**src/rtl/pipe_skid_fifo.sv**
```systemverilog
// Elastic valid/ready buffer of DEPTH entries with a registered o_ready and o_afull.
// Define PIPE_SKID_FIFO_FLUSH_EN to add the synchronous i_flush port.
module pipe_skid_fifo #(
  parameter int DWIDTH       = 8,
  parameter int DEPTH        = 2,
  parameter int AFULL_THRESH = DEPTH - 1
) (
  input  logic                       clk,
  input  logic                       rstn,
  input  logic [DWIDTH-1:0]          i_data,
  input  logic                       i_valid,
  output logic                       o_ready,
  output logic [DWIDTH-1:0]          o_data,
  output logic                       o_valid,
  input  logic                       i_ready,
  output logic [$clog2(DEPTH+1)-1:0] o_count,
  output logic                       o_afull,
  output logic                       o_empty
`ifdef PIPE_SKID_FIFO_FLUSH_EN
  ,
  input  logic                       i_flush
`endif
);

  localparam int PW = (DEPTH > 1) ? $clog2(DEPTH) : 1;
  localparam int CW = $clog2(DEPTH + 1);
  localparam logic [CW-1:0] FULL_COUNT  = CW'(DEPTH);
  localparam logic [CW-1:0] AFULL_COUNT = CW'(AFULL_THRESH);
  localparam logic [PW-1:0] LAST_PTR    = PW'(DEPTH - 1);

  logic [DWIDTH-1:0] mem_r [DEPTH];
  logic [PW-1:0]     wr_ptr_r;
  logic [PW-1:0]     rd_ptr_r;
  logic [PW-1:0]     wr_ptr_next_s;
  logic [PW-1:0]     rd_ptr_next_s;
  logic [CW-1:0]     count_r;
  logic [CW-1:0]     count_next_s;
  logic              ready_r;
  logic              afull_r;
  logic              valid_s;
  logic              run_s;
  logic              push_s;
  logic              pop_s;

  // Explicit wrap so DEPTH need not be a power of two.
  function automatic logic [PW-1:0] ptr_inc(input logic [PW-1:0] ptr);
    logic [PW-1:0] nxt;
    if (ptr == LAST_PTR) begin
      nxt = '0;
    end else begin
      nxt = ptr + PW'(1);
    end
    return nxt;
  endfunction

`ifdef PIPE_SKID_FIFO_FLUSH_EN
  assign run_s = ~i_flush;
`else
  assign run_s = 1'b1;
`endif

  assign valid_s = (count_r != '0);

  // Handshake qualification and next-state for pointers and occupancy.
  always_comb begin
    push_s        = i_valid & ready_r & run_s;
    pop_s         = valid_s & i_ready & run_s;
    wr_ptr_next_s = wr_ptr_r;
    rd_ptr_next_s = rd_ptr_r;
    count_next_s  = count_r;
    if (!run_s) begin
      wr_ptr_next_s = '0;
      rd_ptr_next_s = '0;
      count_next_s  = '0;
    end else begin
      if (push_s) begin
        wr_ptr_next_s = ptr_inc(wr_ptr_r);
      end else begin
        wr_ptr_next_s = wr_ptr_r;
      end
      if (pop_s) begin
        rd_ptr_next_s = ptr_inc(rd_ptr_r);
      end else begin
        rd_ptr_next_s = rd_ptr_r;
      end
      case ({push_s, pop_s})
        2'b10:   count_next_s = count_r + CW'(1);
        2'b01:   count_next_s = count_r - CW'(1);
        default: count_next_s = count_r;
      endcase
    end
  end

  // Control state; ready/afull are precomputed from the next occupancy so they leave a flop.
  always_ff @(posedge clk) begin
    if (!rstn) begin
      wr_ptr_r <= '0;
      rd_ptr_r <= '0;
      count_r  <= '0;
      ready_r  <= 1'b0;
      afull_r  <= 1'b0;
    end else begin
      wr_ptr_r <= wr_ptr_next_s;
      rd_ptr_r <= rd_ptr_next_s;
      count_r  <= count_next_s;
      ready_r  <= (count_next_s != FULL_COUNT);
      afull_r  <= (count_next_s >= AFULL_COUNT);
    end
  end

  // Storage array; contents need no reset because o_data is only meaningful with o_valid.
  always_ff @(posedge clk) begin
    if (rstn && push_s) begin
      mem_r[wr_ptr_r] <= i_data;
    end
  end

  assign o_ready = ready_r;
  assign o_afull = afull_r;
  assign o_count = count_r;
  assign o_valid = valid_s;
  assign o_empty = ~valid_s;
  assign o_data  = mem_r[rd_ptr_r];

endmodule

```
**config.mk**
```make
export PLATFORM = sky130hd
export DESIGN_NAME = pipe_skid_fifo
export DESIGN_NICKNAME = d
export VERILOG_FILES = /design/src/rtl/pipe_skid_fifo.sv
export SDC_FILE = /design/constraint.sdc
export NUM_CORES = 1
export LEC_CHECK = 0
export CAP_MARGIN = 10
export CELL_PAD_IN_SITES_DETAIL_PLACEMENT = 1
export CELL_PAD_IN_SITES_GLOBAL_PLACEMENT = 1
export CORE_ASPECT_RATIO = 2
export CORE_MARGIN = 5
export CORE_UTILIZATION = 32
export CTS_CLUSTER_SIZE = 14
export DETAILED_ROUTE_END_ITERATION = 6
export PLACE_DENSITY = 0.7
export SLEW_MARGIN = 40
export SYNTH_ARGS = -nofsm -noshare
export SYNTH_HDL_FRONTEND = slang
export SYNTH_SLANG_ARGS = --single-unit
```
**constraint.sdc**
```tcl
create_clock -name clk -period 1.4 [get_ports clk]
set_input_delay 0.28 -clock clk [delete_from_list [all_inputs] [get_ports clk]]
set_output_delay 0.28 -clock clk [all_outputs]
set_load 0.005 [all_outputs]
```
==> impl_metrics.yaml <==
synthesis:
  netlist_area_um2: 868
  syn_avg_cell_area_um2: 15.0
  ys_ff_latch: 23
  seq_area_frac_synth: 0.715
  synth.top_cell.area_share: 0.553
  synth_ff_type: "edfxtp_1"
  synth.largest_area_cell: "edfxtp_1"
  synth_cell_type_count: 18
  synth-edff-count: 16
  synthTopCellsByArea: "edfxtp_1 55%, dfxtp_1 16%, mux2_2 10%"
  synth_nets: 71
  syn_inst: 58
  yosys_warnings: 0
  ys_async_sr_fraction: 0
power:
  swShare: 0.264
  combPwrFrac: 0.294
  ir_worst_vdd_mv: 0.772
  intPower_mw: 1.32
  clock_power_share: 0.220
  p_per_area_nw_per_um2: 1360
  p_leak_nw: 0.519
  seqPwrFrac: 0.486
  p_switching_uw: 472
setup_path:
  r2r_end: "o_count[1]"
  ff2ff_setup_slack_ns: 0
  crit_fanout: 8
  cp.required_ns: 1.12
  cp-start-kind: "flip-flop"
  arrival_ns: 1.19
  r2r-start: "o_count[1]"
  crit_type: "flip-flop to output pin"
  critical_path.endpoint_type: "output pin"
  r2r_cells: 6
routing:
  via_per_inst: 4.78
  wl_per_cell_um: 15.6
  drt_wl_total_um: 1950
  drtIter0Drc: 11
  dr.pass1.iters: 3
  ant_nets: 0
  remaining_drc_errors: 0
  vias: 597
layout:
  area_growth_pct: 51.0
  layout-drive-gt1-share: 0.474
  insertedDiodeCount: 0
  final_common_cell: "edfxtp_1"
  fillCellCount: 291
  layout_common_cells: "16 x edfxtp_1, 10 x clkdlybuf4s50_1, 10 x buf_4"
  nets: 111
grt:
  grt_pass1_wl_um: 3140
  grt_overflow_total: 0
  gr-usage-all-layers: 0.110
  antenna_found_initial: 0
  first_global_vias: 700
  grt_max_degree: 13
timing:
  slew_violations: 0
  slew_headroom: 0.851
  fin_skew_ns: 0.00173
  final.setup.tns_ns: -0.167
  rsz0062_at_grt: "yes"
  tightestPinTransition_ns: 0.221
  max_clock_freq_ghz: 0.682
  setup_viol: 8
  final_hold_viol_count: 0
  final.period_utilization: 1.05
  setup_ws_ns: -0.0659
  post-route-min-period_ns: 1.47
outcome:
  outcome: "complete, but fails checks"
  violations: "setup timing"
die:
  io-pin-count: 26
  initial_utilization: 0.338
  die_h_um: 83.7
  dieArea_um2: 3920
  std_cell_rows: 26
  core-area_um2: 2570
  die_w_um: 46.8
cts:
  cts_tree: "yes"
  numClockSinks: 23
  clk-insertion-delay-late_ns: 0.26
  clkTransAtPathRegs_ns: 0.07
  cts_made_buffers: 3
  htree_levels: 1
  clk_path_buf_depth: 2
  clockRootBuffer: "clkbuf_8"
place:
  pre_cts_ws_ns: -0.339
  io_buffers: 25
  routabilityCongestion: 0.721
  hpwlAfterDp_um: 1470
min_path:
  whs_path_depth: 2
  hp-class: "flip-flop to flip-flop"
  min_from: "rd_ptr_r"
  worstHoldEndpoint: "rd_ptr_r"
job:
  cap_viol_max_count: 0
cells in the mapped netlist (all sizes together) (2+ instances only):
master   n
nor2     5
edfxtp  16
xor2     2
o21ai    2
xnor2    2
inv      3
a221oi   2
nor3     3
mux2     8
dfxtp    7
flip-flops by register name (all words and copies together), names as in the netlist, named ones only:
name / flops
mem_r: 16
o_afull: 1
o_count: 2
o_ready: 1
rd_ptr_r: 1
wr_ptr_r: 1
worst max-delay path by stage:
stage	endpoint	startpoint	slack, ns
after floorplan	mem_r[0][0]	rstn	-0.09
after global placement	o_count[1]	i_ready	-0.31
after detailed placement	mem_r[0][7]	i_valid	-0.34
after CTS	o_data[1]	flip-flop	-0.17
after global routing	o_data[5]	flip-flop	-0.12
final	o_data[5]	flip-flop	-0.07
cell families after synthesis:
group | Yosys count | share of synthesized area
DFF | 23 | 0.715
and+or+nand+nor | 12 | 0.0663
muxes | 8 | 0.104
AOI/OAI and AO/OA | 5 | 0.0375
buffers and inverters | 5 | 0.0230
xor gates and xnor gates | 4 | 0.0404
adders and majority gates | 1 | 0.0144
critical path, stage by stage (launching register included):
cell and delay [ns]:
dfxtp_4 0.41, buf_6 0.11, mux2_4 0.29, buf_6 0.11
cell type report:
type	count	area [um2]	share of cell area
Clock buffer	4	45.0	0.0344
Sequential cell	23	633	0.483
Timing Repair Buffer	36	290	0.221
Inverter	4	15.0	0.0115
Tap cell	28	35.0	0.0267
Multi-Input combinational cell	30	293	0.223
repair_timing:
item | in CTS | in global routing
setup endpoints to repair | 31 | 21
resized for setup | 49 | 12
buffers inserted | 4 | 0
endpoints found under the hold margin | 0 | 0
pin swaps | 2 | 2
hold buffers | 0 | 0
per-layer routing:
metal / wire length, um / up-vias / global-route usage
met1: 629 / 288 / 0.0986
met5: 0 / - / 0
met4: 34 / 0 / 0.0529
met2: 1170 / 21 / 0.204
li1: - / 286 / -
met3: 115 / 2 / 0.0281
per-stage QoR:
stage,utilization,power (mW),area [um2],instances,hold WS (ns)
2_1_floorplan,-,1.07,885,58,0.379
3_3_place_gp,0.482,1.39,1240,118,0.489
3_5_place_dp,0.482,1.40,1240,118,0.498
4_1_cts,0.513,1.83,1320,126,0.520
5_1_grt,0.510,1.89,1310,125,0.569
6_report,0.510,1.79,1310,125,0.524
power by group through the flow:
stage	Combinational [mW]	Clock [mW]	Sequential (mW)
final	0.525	0.394	0.868
after global routing	0.568	0.440	0.879
after CTS	0.566	0.410	0.851
after detailed placement	0.551	0	0.850
after global placement	0.540	0	0.848
after floorplan	0.233	0	0.842
Note: power is estimated with default switching activity, not from simulation.
